**config.mk**
```make
export PLATFORM = sky130hd
export DESIGN_NAME = mem_sp_rmw_ctrl_flat
export DESIGN_NICKNAME = d
export VERILOG_FILES = /design/src/rtl/mem_sp_rmw_if.sv /design/src/rtl/mem_sp_rmw_ctrl.sv /design/src/flat_wrapper.sv
export SDC_FILE = /design/constraint.sdc
export NUM_CORES = 1
export LEC_CHECK = 0
export ABC_CLOCK_PERIOD_IN_PS = 10000
export BUFFER_PORTS_ARGS = -buffer_cell sky130_fd_sc_hd__buf_2
export CORE_ASPECT_RATIO = 2
export CORE_MARGIN = 1.5
export CORE_UTILIZATION = 25
export CTS_CLUSTER_SIZE = 30
export DETAILED_ROUTE_END_ITERATION = 16
export GPL_TIMING_DRIVEN = 0
export SYNTH_ARGS = -nofsm -noshare
export SYNTH_HDL_FRONTEND = slang
export SYNTH_SLANG_ARGS = --single-unit
```
**constraint.sdc**
```tcl
create_clock -name clk -period 10 [get_ports clk]
set_input_delay 1.5 -clock clk [delete_from_list [all_inputs] [get_ports clk]]
set_output_delay 1.5 -clock clk [all_outputs]
set_load 0.02 [all_outputs]
```
**src/rtl/mem_sp_rmw_if.sv**
```systemverilog
// Byte-enabled single-port memory request bus between the AXI bridge and the RMW controller.
// The master holds req_i and its payload stable until gnt_o. One rvalid_o follows every grant.
interface mem_sp_rmw_if #(
   parameter int DATA_WIDTH     = 64,
   parameter int MEM_ADDR_WIDTH = 10
);
   logic                      req_i;
   logic                      gnt_o;
   logic [MEM_ADDR_WIDTH-1:0] addr_i;
   logic                      we_i;
   logic [DATA_WIDTH/8-1:0]   be_i;
   logic [DATA_WIDTH-1:0]     wdata_i;
   logic [DATA_WIDTH-1:0]     rdata_o;
   logic                      rvalid_o;

   modport master (
      output req_i, addr_i, we_i, be_i, wdata_i,
      input  gnt_o, rdata_o, rvalid_o
   );

   modport slave (
      input  req_i, addr_i, we_i, be_i, wdata_i,
      output gnt_o, rdata_o, rvalid_o
   );
endinterface

```
**src/rtl/mem_sp_rmw_ctrl.sv**
```systemverilog
// Maps byte-enabled requests onto a byte-enable-less single-port SRAM; partial writes become read-modify-write.
// Latency: rvalid_o one cycle after gnt_o; reads/full/null writes 1 per cycle, partial writes 1 per 2 cycles.
// Backpressure: gnt_o stays low during the read half of an RMW; the held request is granted in MERGE.
module mem_sp_rmw_ctrl #(
   parameter int DATA_WIDTH     = 64,
   parameter int MEM_ADDR_WIDTH = 10,
   parameter int CNT_WIDTH      = 16
) (
   input  logic                      clk,
   input  logic                      rst,
   mem_sp_rmw_if.slave               bus,
   output logic                      CEN_o,
   output logic                      WEN_o,
   output logic [MEM_ADDR_WIDTH-1:0] A_o,
   output logic [DATA_WIDTH-1:0]     D_o,
   input  logic [DATA_WIDTH-1:0]     Q_i,
   output logic [CNT_WIDTH-1:0]      rmw_count_o
);
   localparam int BE_WIDTH = DATA_WIDTH / 8;

   typedef enum logic {IDLE, MERGE} state_t;

   state_t                    state, state_nxt;
   logic [MEM_ADDR_WIDTH-1:0] addr_lat;
   logic [BE_WIDTH-1:0]       be_lat;
   logic [DATA_WIDTH-1:0]     wdata_lat;
   logic [DATA_WIDTH-1:0]     merged;
   logic                      rvalid_q;
   logic                      lat_en;
   logic                      cnt_inc;
   logic                      gnt;

   always_ff @(posedge clk or posedge rst) begin
      if (rst) begin
         state       <= IDLE;
         rvalid_q    <= 1'b0;
         rmw_count_o <= '0;
         addr_lat    <= '0;
         be_lat      <= '0;
         wdata_lat   <= '0;
      end else begin
         state    <= state_nxt;
         rvalid_q <= gnt;
         if (lat_en) begin
            addr_lat  <= bus.addr_i;
            be_lat    <= bus.be_i;
            wdata_lat <= bus.wdata_i;
         end
         if (cnt_inc) rmw_count_o <= rmw_count_o + 1'b1;
      end
   end

   // Old bytes come straight from the macro output of the preceding read cycle.
   always_comb begin
      merged = Q_i;
      for (int b = 0; b < BE_WIDTH; b++) begin
         if (be_lat[b]) merged[8*b +: 8] = wdata_lat[8*b +: 8];
      end
   end

   always_comb begin
      state_nxt = state;
      gnt       = 1'b0;
      CEN_o     = 1'b1;
      WEN_o     = 1'b1;
      A_o       = '0;
      D_o       = '0;
      lat_en    = 1'b0;
      cnt_inc   = 1'b0;
      // Reset overrides everything so an in-flight merged write is dropped at once.
      if (!rst) begin
         case (state)
            IDLE: begin
               if (bus.req_i) begin
                  if (!bus.we_i) begin
                     gnt   = 1'b1;
                     CEN_o = 1'b0;
                     A_o   = bus.addr_i;
                  end else if (&bus.be_i) begin
                     gnt   = 1'b1;
                     CEN_o = 1'b0;
                     WEN_o = 1'b0;
                     A_o   = bus.addr_i;
                     D_o   = bus.wdata_i;
                  end else if (~|bus.be_i) begin
                     gnt = 1'b1;
                  end else begin
                     CEN_o     = 1'b0;
                     A_o       = bus.addr_i;
                     lat_en    = 1'b1;
                     state_nxt = MERGE;
                  end
               end
            end
            MERGE: begin
               gnt       = 1'b1;
               CEN_o     = 1'b0;
               WEN_o     = 1'b0;
               A_o       = addr_lat;
               D_o       = merged;
               cnt_inc   = ~&rmw_count_o;
               state_nxt = IDLE;
            end
            default: state_nxt = IDLE;
         endcase
      end
   end

   assign bus.gnt_o    = gnt;
   assign bus.rvalid_o = rvalid_q;
   assign bus.rdata_o  = Q_i;
endmodule

```
**src/flat_wrapper.sv**
```systemverilog
// flat-port wrapper written by rule: the top's interface ports become plain ports
module mem_sp_rmw_ctrl_flat 
#(
   parameter int DATA_WIDTH     = 64,
   parameter int MEM_ADDR_WIDTH = 10,
   parameter int CNT_WIDTH      = 16
)
  (clk, rst, CEN_o, WEN_o, A_o, D_o, Q_i, rmw_count_o, bus_req_i, bus_addr_i, bus_we_i, bus_be_i, bus_wdata_i, bus_gnt_o, bus_rdata_o, bus_rvalid_o);
  mem_sp_rmw_if #(.DATA_WIDTH(DATA_WIDTH), .MEM_ADDR_WIDTH(MEM_ADDR_WIDTH)) bus_i ();
  input  logic clk;
  input  logic rst;
  output logic CEN_o;
  output logic WEN_o;
  output logic [MEM_ADDR_WIDTH-1:0] A_o;
  output logic [DATA_WIDTH-1:0] D_o;
  input  logic [DATA_WIDTH-1:0] Q_i;
  output logic [CNT_WIDTH-1:0] rmw_count_o;
  input wire logic [$bits(bus_i.req_i)-1:0] bus_req_i;
  input wire logic [$bits(bus_i.addr_i)-1:0] bus_addr_i;
  input wire logic [$bits(bus_i.we_i)-1:0] bus_we_i;
  input wire logic [$bits(bus_i.be_i)-1:0] bus_be_i;
  input wire logic [$bits(bus_i.wdata_i)-1:0] bus_wdata_i;
  output wire logic [$bits(bus_i.gnt_o)-1:0] bus_gnt_o;
  output wire logic [$bits(bus_i.rdata_o)-1:0] bus_rdata_o;
  output wire logic [$bits(bus_i.rvalid_o)-1:0] bus_rvalid_o;
  assign bus_i.req_i = bus_req_i;
  assign bus_i.addr_i = bus_addr_i;
  assign bus_i.we_i = bus_we_i;
  assign bus_i.be_i = bus_be_i;
  assign bus_i.wdata_i = bus_wdata_i;
  assign bus_gnt_o = bus_i.gnt_o;
  assign bus_rdata_o = bus_i.rdata_o;
  assign bus_rvalid_o = bus_i.rvalid_o;
  mem_sp_rmw_ctrl #(.DATA_WIDTH(DATA_WIDTH), .MEM_ADDR_WIDTH(MEM_ADDR_WIDTH), .CNT_WIDTH(CNT_WIDTH)) u_core (.clk(clk), .rst(rst), .bus(bus_i), .CEN_o(CEN_o), .WEN_o(WEN_o), .A_o(A_o), .D_o(D_o), .Q_i(Q_i), .rmw_count_o(rmw_count_o));
endmodule
```
==> summary.md, run 1 <==
| Metric | Value |
|---|---|
| Max-slew violation count | `0` |
| GPL Wtd Cong | `0.836` |
| Total grt overflow | `0` |
| Max Root-Sink Buffers | `2` |
| Met2 usage | `between 20% and 30%` |
| Full die area | `0.0258 mm2` |
| Fin. Hold Viols | `0` |
| Number of global-route vias before repair | `5172` |
| Worst EP arrival | `3920 ps` |
| Pwr/cell area | `160 mW/mm2` |
| Gate Count Post-Synth | `between 500 and 600` |
| Syn Std Cell Area | `0.00620 mm2` |
| Sw Share | `31.7%` |
| Gr busiest metal | `met2` |
| Area growth syn-to-layout | `36.9%` |
| Switch Pwr | `0.430 mW` |
| Comb pwr share | `between 30% and 40%` |
| CTS tree | `built` |
| Max Cap Viol | `0` |
| RSZ-0062 raised after global routing | `no` |
| Die W | `114 um` |
| # port buffers | `307` |
| Hold buffer count at cts | `0` |
| Gr usage total | `15.2%` |
| Syn Nets | `659` |
| Crit-path max FO | `58` |
| Period utilisation layout | `54.2%` |
| Clk_skew | `9.89 ps` |
| Clock power frac | `about 27%` |
| Post-cts resize count | `0` |
| Internal cell power | `0.928 mW` |
| Largest area contributor in the netlist | `dfrtp_1` |
| Simple-gate share of the synthesized area | `4.76%` |
| Xor and xnor area share after synthesis | `1.84%` |
| Synth Area in Compound Gates | `10.5%` |
| Share of power burned in registers | `40.3%` |
| Per-cell routed wire length | `between 15 and 20 um` |
| Top cells by area, synth | `dfrtp_1, mux2_4, mux2i_1` |
| Synth cell types | `32` |
| CTS Root Cell | `clkbuf_16` |
| H-tree depth | `3` |
| Share of cells above drive strength 1 | `between 50% and 60%` |
| Critical path startpoint category | `primary input` |
| Hold Crit Class | `reg -> reg` |
| Initial core utilization | `about a quarter` |
| WP data required | `8500 ps` |
| Met1 usage | `16.5%` |
| Count of nets after finishing | `978` |
| Register area share after synthesis | `40.4%` |
| WL final | `~20 mm` |
| TritonCTS Buffers | `9` |
| Worst-Skew Late Latency | `360 ps` |
| Clock slew at reported path FFs | `80 ps` |
| Synth warn | `0` |
| Final HPWL DP | `about 16 mm` |
| Core area | `0.0244 mm2` |
| First-pass GRT wire length | `29.4 mm` |
| Yosys top cell area share | `40.4%` |
| #FFs+latches synth | `100` |
| Largest net degree at the start of global routing | `59` |
| Most common cell after layout, fill and taps aside | `buf_2` |
| Placed instance area | `slightly above 0.008 mm2` |
| Synth Area in Adders | `0.202%` |
| Most frequent cells in the layout | `buf_2, dfrtp_1, mux2i_1, mux2_4, buf_4` |
| Remaining antenna violation count | `0` |
| Clock sinks | `100` |
| Initial antenna violation count | `0` |
| Main combinational cell family by area after synthesis | `multiplexers` |
| Final setup viols | `0` |
| Worst Tran Pin Value | `between 900 and 1000 ps` |
| Setup bufs post-CTS | `0` |
| Leakage power | `4.53 nW` |
| Setup TNS | `0 ps` |
| Max Fclk | `around 180 MHz` |
| Top Ports | `308` |
| Vias | `5151` |
| 1st-iter DRT viols | `143` |
| Syn avg cell area | `12.2 um2` |
| Crit end category | `output port` |
| VDD IR max | `about 0.075 mV` |
| Status | `completed` |
| Headroom to the max-slew limit | `between 30% and 40%` |
| Diodes inserted | `0` |
| Grt met3 use | `2.23%` |
| Via density | `4.43` |
| Design area | `between 0.008 and 0.009 mm2` |
| Fin crit period | `about 5400 ps` |
| Rows | `81` |
| Mux cell area share after synthesis | `31.2%` |
| Drt first pass iters | `4` |
| Kind of critical path | `in -> out` |
| Die height | `226 um` |
| DRC errors left | `0` |
## worst max-delay path, cell delays in order
cell and delay, ps:
buf_2 140, inv_4 230, buf_16 320, nand2_1 130
clkbuf_1 610, buf_1 580, o2bb2ai_1 190, buf_2 200
## metal layers
metal	up-vias	wire [um]
li1	2439	-
met1	2529	7600
met2	169	11100
met3	14	804
met4	0	287
met5	-	0
## cells in the mapped netlist
| master | instances |
|---|---|
| o21ai_0 | 2 |
| xor2_1 | 12 |
| nand2_1 | 7 |
| and3_1 | 2 |
| o2bb2ai_1 | 63 |
| nand4_1 | 7 |
| a21oi_1 | 5 |
| nand3_1 | 4 |
| mux2_2 | 14 |
| buf_4 | 64 |
| clkbuf_1 | 15 |
| mux2_4 | 69 |
| ha_1 | 1 |
| nor2b_1 | 1 |
| a31oi_1 | 4 |
| nor4_1 | 7 |
| o31ai_1 | 1 |
| a211oi_1 | 4 |
| mux2i_1 | 74 |
| dfrtp_1 | 100 |
| buf_6 | 8 |
| inv_1 | 5 |
| nor4_4 | 1 |
| and4_1 | 1 |
| nor4b_1 | 1 |
| and2_1 | 2 |
| buf_1 | 10 |
| nor3_1 | 2 |
| or4b_4 | 1 |
| buf_2 | 2 |
| xnor2_1 | 1 |
| nor2_1 | 18 |
## power groups by stage
stage	Clock, mW	Combinational [mW]	Sequential [mW]
detailed placement	0	0.447	0.554
global placement	0	0.439	0.551
finish	0.371	0.439	0.548
global route	0.402	0.476	0.558
CTS	0.389	0.448	0.547
floorplan	0	0.307	0.549
## path summary, 6_finish.rpt
| kind | cells past startpoint | slack [ps] | to | from |
|---|---|---|---|---|
| max reg2reg | 6 | 8060 | u_core.rmw_count_o[12]$_DFFE_PP0P_ | u_core.rmw_count_o[0]$_DFFE_PP0P_ |
| max in group asynchronous | 3 | 8030 | u_core.wdata_lat[18]$_DFFE_PP0P_ | rst |
| min reg2reg | 1 | 500 | u_core.rmw_count_o[15]$_DFFE_PP0P_ | u_core.rmw_count_o[15]$_DFFE_PP0P_ |
| min in group asynchronous | 2 | 1260 | u_core.be_lat[7]$_DFFE_PP0P_ | rst |
| min | 1 | 500 | u_core.rmw_count_o[15]$_DFFE_PP0P_ | u_core.rmw_count_o[15]$_DFFE_PP0P_ |
| max | 8 | 4580 | D_o[36] | rst |
## metrics by stage
stage / utilization [%] / worst slack [ps] / cells / hold slack, ps / total power [mW]
6_report: 34.8 / 4580 / 1164 / 497 / 1.36
5_1_grt: 34.8 / 4240 / 1164 / 520 / 1.44
4_1_cts: 34.8 / 4350 / 1164 / 497 / 1.38
3_5_place_dp: 33.5 / 4350 / 1148 / 482 / 1.00
3_3_place_gp: 33.4 / 1920 / 1147 / 483 / 0.990
2_1_floorplan: - / 3750 / 508 / 479 / 0.856
## state kept, by name, summed over array words and instances, names as in the netlist
| name | count |
|---|---|
| u_core.addr_lat | 10 |
| u_core.wdata_lat | 64 |
| u_core.be_lat | 8 |
| u_core.state | 1 |
| u_core.bus.rvalid_o | 1 |
| u_core.rmw_count_o | 16 |
## layout make-up
type / count / area [um2]
Inverter: 5 / 21.3
Buffer: 99 / 674
Clock inverter: 6 / 68.8
Sequential cell: 100 / 2500
Tap cell: 332 / 415
Multi-Input combinational cell: 304 / 3010
Clock buffer: 10 / 239
Timing Repair Buffer: 308 / 1560
Fill cell: 2499 / 15900
## cells by family after synthesis
group,after synthesis
AND/OR/NAND/NOR,54
adder cells (fa/ha/maj),1
flip-flops,100
XOR/XNOR,13
multiplexers,157
buffers and inverters,104
AO/OA/AOI/OAI,79
Note: power is estimated with default switching activity, not from simulation.
==> run 2, diff against run 1 <==
--- a/config.mk
+++ b/config.mk
@@ -5,7 +5,8 @@
 export SDC_FILE = /design/constraint.sdc
 export NUM_CORES = 1
 export LEC_CHECK = 0
-export ABC_CLOCK_PERIOD_IN_PS = 10000
+export ABC_AREA = 1
+export ABC_CLOCK_PERIOD_IN_PS = 5400
 export BUFFER_PORTS_ARGS = -buffer_cell sky130_fd_sc_hd__buf_2
 export CORE_ASPECT_RATIO = 2
 export CORE_MARGIN = 1.5
==> constraint.sdc (replaced) <==
create_clock -name clk -period 5.4 [get_ports clk]
set_input_delay 0.81 -clock clk [delete_from_list [all_inputs] [get_ports clk]]
set_output_delay 0.81 -clock clk [all_outputs]
set_load 0.02 [all_outputs]
==> run 2 against run 1 <==
Via count grew 45%. Sequential share of layout area shrank 1.5 points. Critical endpoint is now D_o[54]. Synthesized cell count grew 94%. Non-clock buffer count grew 24. Combinational power grew 54%. Design area grew 5.5%.
==> summary.md, run 2 <==
| Metric | Value |
|---|---|
| Via density | `4.51 (+1.9%)` |
| Final setup viols | `0 (unchanged)` |
| VDD IR max | `0.122 mV (+63%)` |
| Rows | `84 (+3.7%)` |
| Critical path startpoint category | `primary input` |
| #FFs+latches synth | `100 (unchanged)` |
| WL final | `24.0 mm (+21%)` |
| Post-synth EDFFs | `0 (unchanged)` |
| Full die area | `0.0277 mm2 (+7.5%)` |
| RSZ-0062 raised after global routing | `no` |
| Initial antenna violation count | `1 (+1)` |
| Number of global-route vias before repair | `7079 (+37%)` |
| Gate Count Post-Synth | `983 (+94%)` |
| Per-cell routed wire length | `14.5 um (-15%)` |
| TritonCTS Buffers | `9 (unchanged)` |
| R2R Path Start | `u_core.rmw_count_o[0]$_DFFE_PP0P_` |
| Setup crit start | `bus_be_i[7]` |
| Max-slew violation count | `0 (unchanged)` |
| Layout fillers | `2944 (+18%)` |
| Worst EP arrival | `2470 ps (-1450 ps)` |
| WP data required | `4590 ps (-3910 ps)` |
| Top flop regs | `u_core.wdata_lat x64, u_core.rmw_count_o x16, u_core.addr_lat x10` |
| Commonest cells in the synthesized netlist | `nand2_1, nor2_1, nand3_1` |
| Top cells by area, synth | `dfrtp_1, nand2_1, nand3_1` |
| DRC errors left | `0 (unchanged)` |
| First-pass GRT wire length | `36.8 mm (+25%)` |
| Cell with the most instances after synthesis | `nand2_1` |
| Max Cap Viol | `0 (unchanged)` |
| 1st-iter DRT viols | `377 (+160%)` |
| Register area share after synthesis | `37.5% (-2.9 points)` |
| Crit end category | `output port` |
| Setup bufs post-CTS | `0 (unchanged)` |
| Core area | `0.0263 mm2 (+7.6%)` |
| Kind of critical path | `in -> out` |
| Gr usage total | `16.9% (+1.7 points)` |
| Clock sinks | `100 (unchanged)` |
| Top Ports | `308 (unchanged)` |
| Async set or reset register ratio after synthesis | `100% (unchanged)` |
| Synth cell types | `25 (-22%)` |
| Die W | `119 um (+3.6%)` |
| Syn Nets | `1134 (+72%)` |
| CTS Root Cell | `clkbuf_16` |
| Final Power | `2.30 mW (+69%)` |
| Largest register FFs | `64 (unchanged)` |
| Pwr/cell area | `256 mW/mm2 (+60%)` |
| Period utilisation layout | `60.7%` |
| Leakage power | `5.22 nW (+15%)` |
| CP cell instances | `buf_2 > nand2_1 > nor2_2 > nand2_2 > nor3_4 > buf_6 > nand3_1 > nand2_1 > buf_2` |
| Max Fclk | `305 MHz` |
| Largest net degree at the start of global routing | `54 (-8.5%)` |
| Fin. Hold Viols | `0 (unchanged)` |
| Clock slew at reported path FFs | `60 ps (-20 ps)` |
| Status | `completed` |
| Clk_skew | `10.2 ps (+0.292 ps)` |
| Total grt overflow | `0 (unchanged)` |
| Hold buffer count at cts | `0 (unchanged)` |
| Syn avg cell area | `6.79 um2 (-44%)` |
| Register with the most flip-flops | `u_core.wdata_lat` |
| Share of cells above drive strength 1 | `34.2% (-24 points)` |
| Largest area contributor in the netlist | `dfrtp_1` |
| Initial core utilization | `25.4% (about the same)` |
| Headroom to the max-slew limit | `43.6% (+9.3 points)` |
| Drt first pass iters | `5 (+1)` |
| Synth warn | `0 (unchanged)` |
| Area growth syn-to-layout | `34.2%` |
| Remaining antenna violation count | `0 (unchanged)` |
| Fin crit period | `3280 ps` |
| Max Root-Sink Buffers | `2 (unchanged)` |
| HP Start | `u_core.wdata_lat[28]$_DFFE_PP0P_` |
| Ys flop type | `dfrtp_1` |
| Count of nets after finishing | `1453 (+49%)` |
| Syn Std Cell Area | `0.00667 mm2 (+7.6%)` |
| Final HPWL DP | `19.0 mm (+21%)` |
| CP max-delay cell | `nor3_4` |
| Setup TNS | `0 ps (unchanged)` |
| # port buffers | `307 (unchanged)` |
| H-tree depth | `3 (unchanged)` |
| Worst-Skew Late Latency | `350 ps (about the same)` |
| Most common cell after layout, fill and taps aside | `buf_2` |
| Yosys top cell area share | `37.5% (-2.9 points)` |
| GPL Wtd Cong | `0.915 (+9.3%)` |
| Post-cts resize count | `0 (unchanged)` |
| Most frequent cells in the layout | `buf_2, nand2_1, nor2_1, nand3_1, dfrtp_1` |
| Crit path largest cell delay | `660 ps (+50 ps)` |
| Hold Crit Class | `reg -> reg` |
| Crit-path max FO | `10 (-83%)` |
| Worst Tran Pin Value | `844 ps (-143 ps)` |
| Vias | `7450 (+45%)` |
| Die height | `234 um (+3.7%)` |
| CTS tree | `built` |
==> run 2: changes by cell type after synthesis, sizes merged, moves of 19 or more <==
| cell | change |
|---|---|
| o21ai | +70 |
| mux2i | -64 |
| buf | +32 |
| inv | +19 |
| o2bb2ai | -63 |
| nand2 | +311 |
| nand3 | +146 |
| nor2 | +142 |
| mux2 | -83 |
==> run 2: logic make-up after synthesis <==
kind of cell	Yosys count	share of synthesized area [%]
DFF	100	37.5
xor gates and xnor gates	7	0.919
muxes	10	1.50
AOI/OAI and AO/OA	84	6.30
and+or+nand+nor	634	39.2
buffers and inverters	147	14.4
adders and majority gates	1	0.187
==> run 2: per-stage QoR <==
step                      util [%]  cell area (um2)  setup WS (ps)  hold slack (ps)  cells
after global routing          34.1             8950           1980              490   1650
final                         34.1             8960           2120              469   1652
after detailed placement      33.0             8670           2060              454   1635
after floorplan                  -             6670           1960              437    983
after global placement        32.9             8640            379              449   1634
after CTS                     34.1             8950           2060              470   1649
==> run 2: critical path: cells and delay by family <==
| kind | cells | cell delay (ps) |
|---|---|---|
| simple gates | 6 | 1130 |
| buf+inv | 3 | 520 |
==> run 2: final timing paths <==
check | cells after the start | end | slack, ps
setup / recovery | 9 | D_o[54] | 2120
hold / removal | 2 | u_core.wdata_lat[28]$_DFFE_PP0P_ | 470
setup reg to reg | 9 | u_core.rmw_count_o[0]$_DFFE_PP0P_ | 3650
hold reg to reg | 2 | u_core.wdata_lat[28]$_DFFE_PP0P_ | 470
max in group asynchronous | 3 | u_core.wdata_lat[20]$_DFFE_PP0P_ | 4070
min in group asynchronous | 2 | u_core.addr_lat[9]$_DFFE_PP0P_ | 620
==> run 2: cell type report <==
type | instances | area [um2] | area share (%)
diodes | 3 | 7.51 | 0.0838
plain buffers | 123 | 870 | 9.71
clock buffers | 10 | 229 | 2.56
clock inverters | 4 | 51.3 | 0.573
inverters | 24 | 92.6 | 1.03
multi-input cells | 736 | 3210 | 35.9
flip-flops and latches | 100 | 2500 | 27.9
well taps | 344 | 430 | 4.80
repair buffers | 308 | 1560 | 17.5
==> run 2: metal layers <==
metal / global-route usage, % / share of wire (%) / up-vias
met3: 2.29 / 4.4 / 22
met1: 18.6 / 39 / 3471
met5: 0 / 0 / -
li1: - / - / 3721
met4: 6.97 / 1.7 / 0
met2: 32.3 / 55 / 236
==> run 2: power by group <==
part	leakage [nW]	switching, mW	internal [mW]
Combinational	3.81	0.427	0.247
Sequential	1.27	0.0865	0.887
Clock	0.135	0.292	0.356
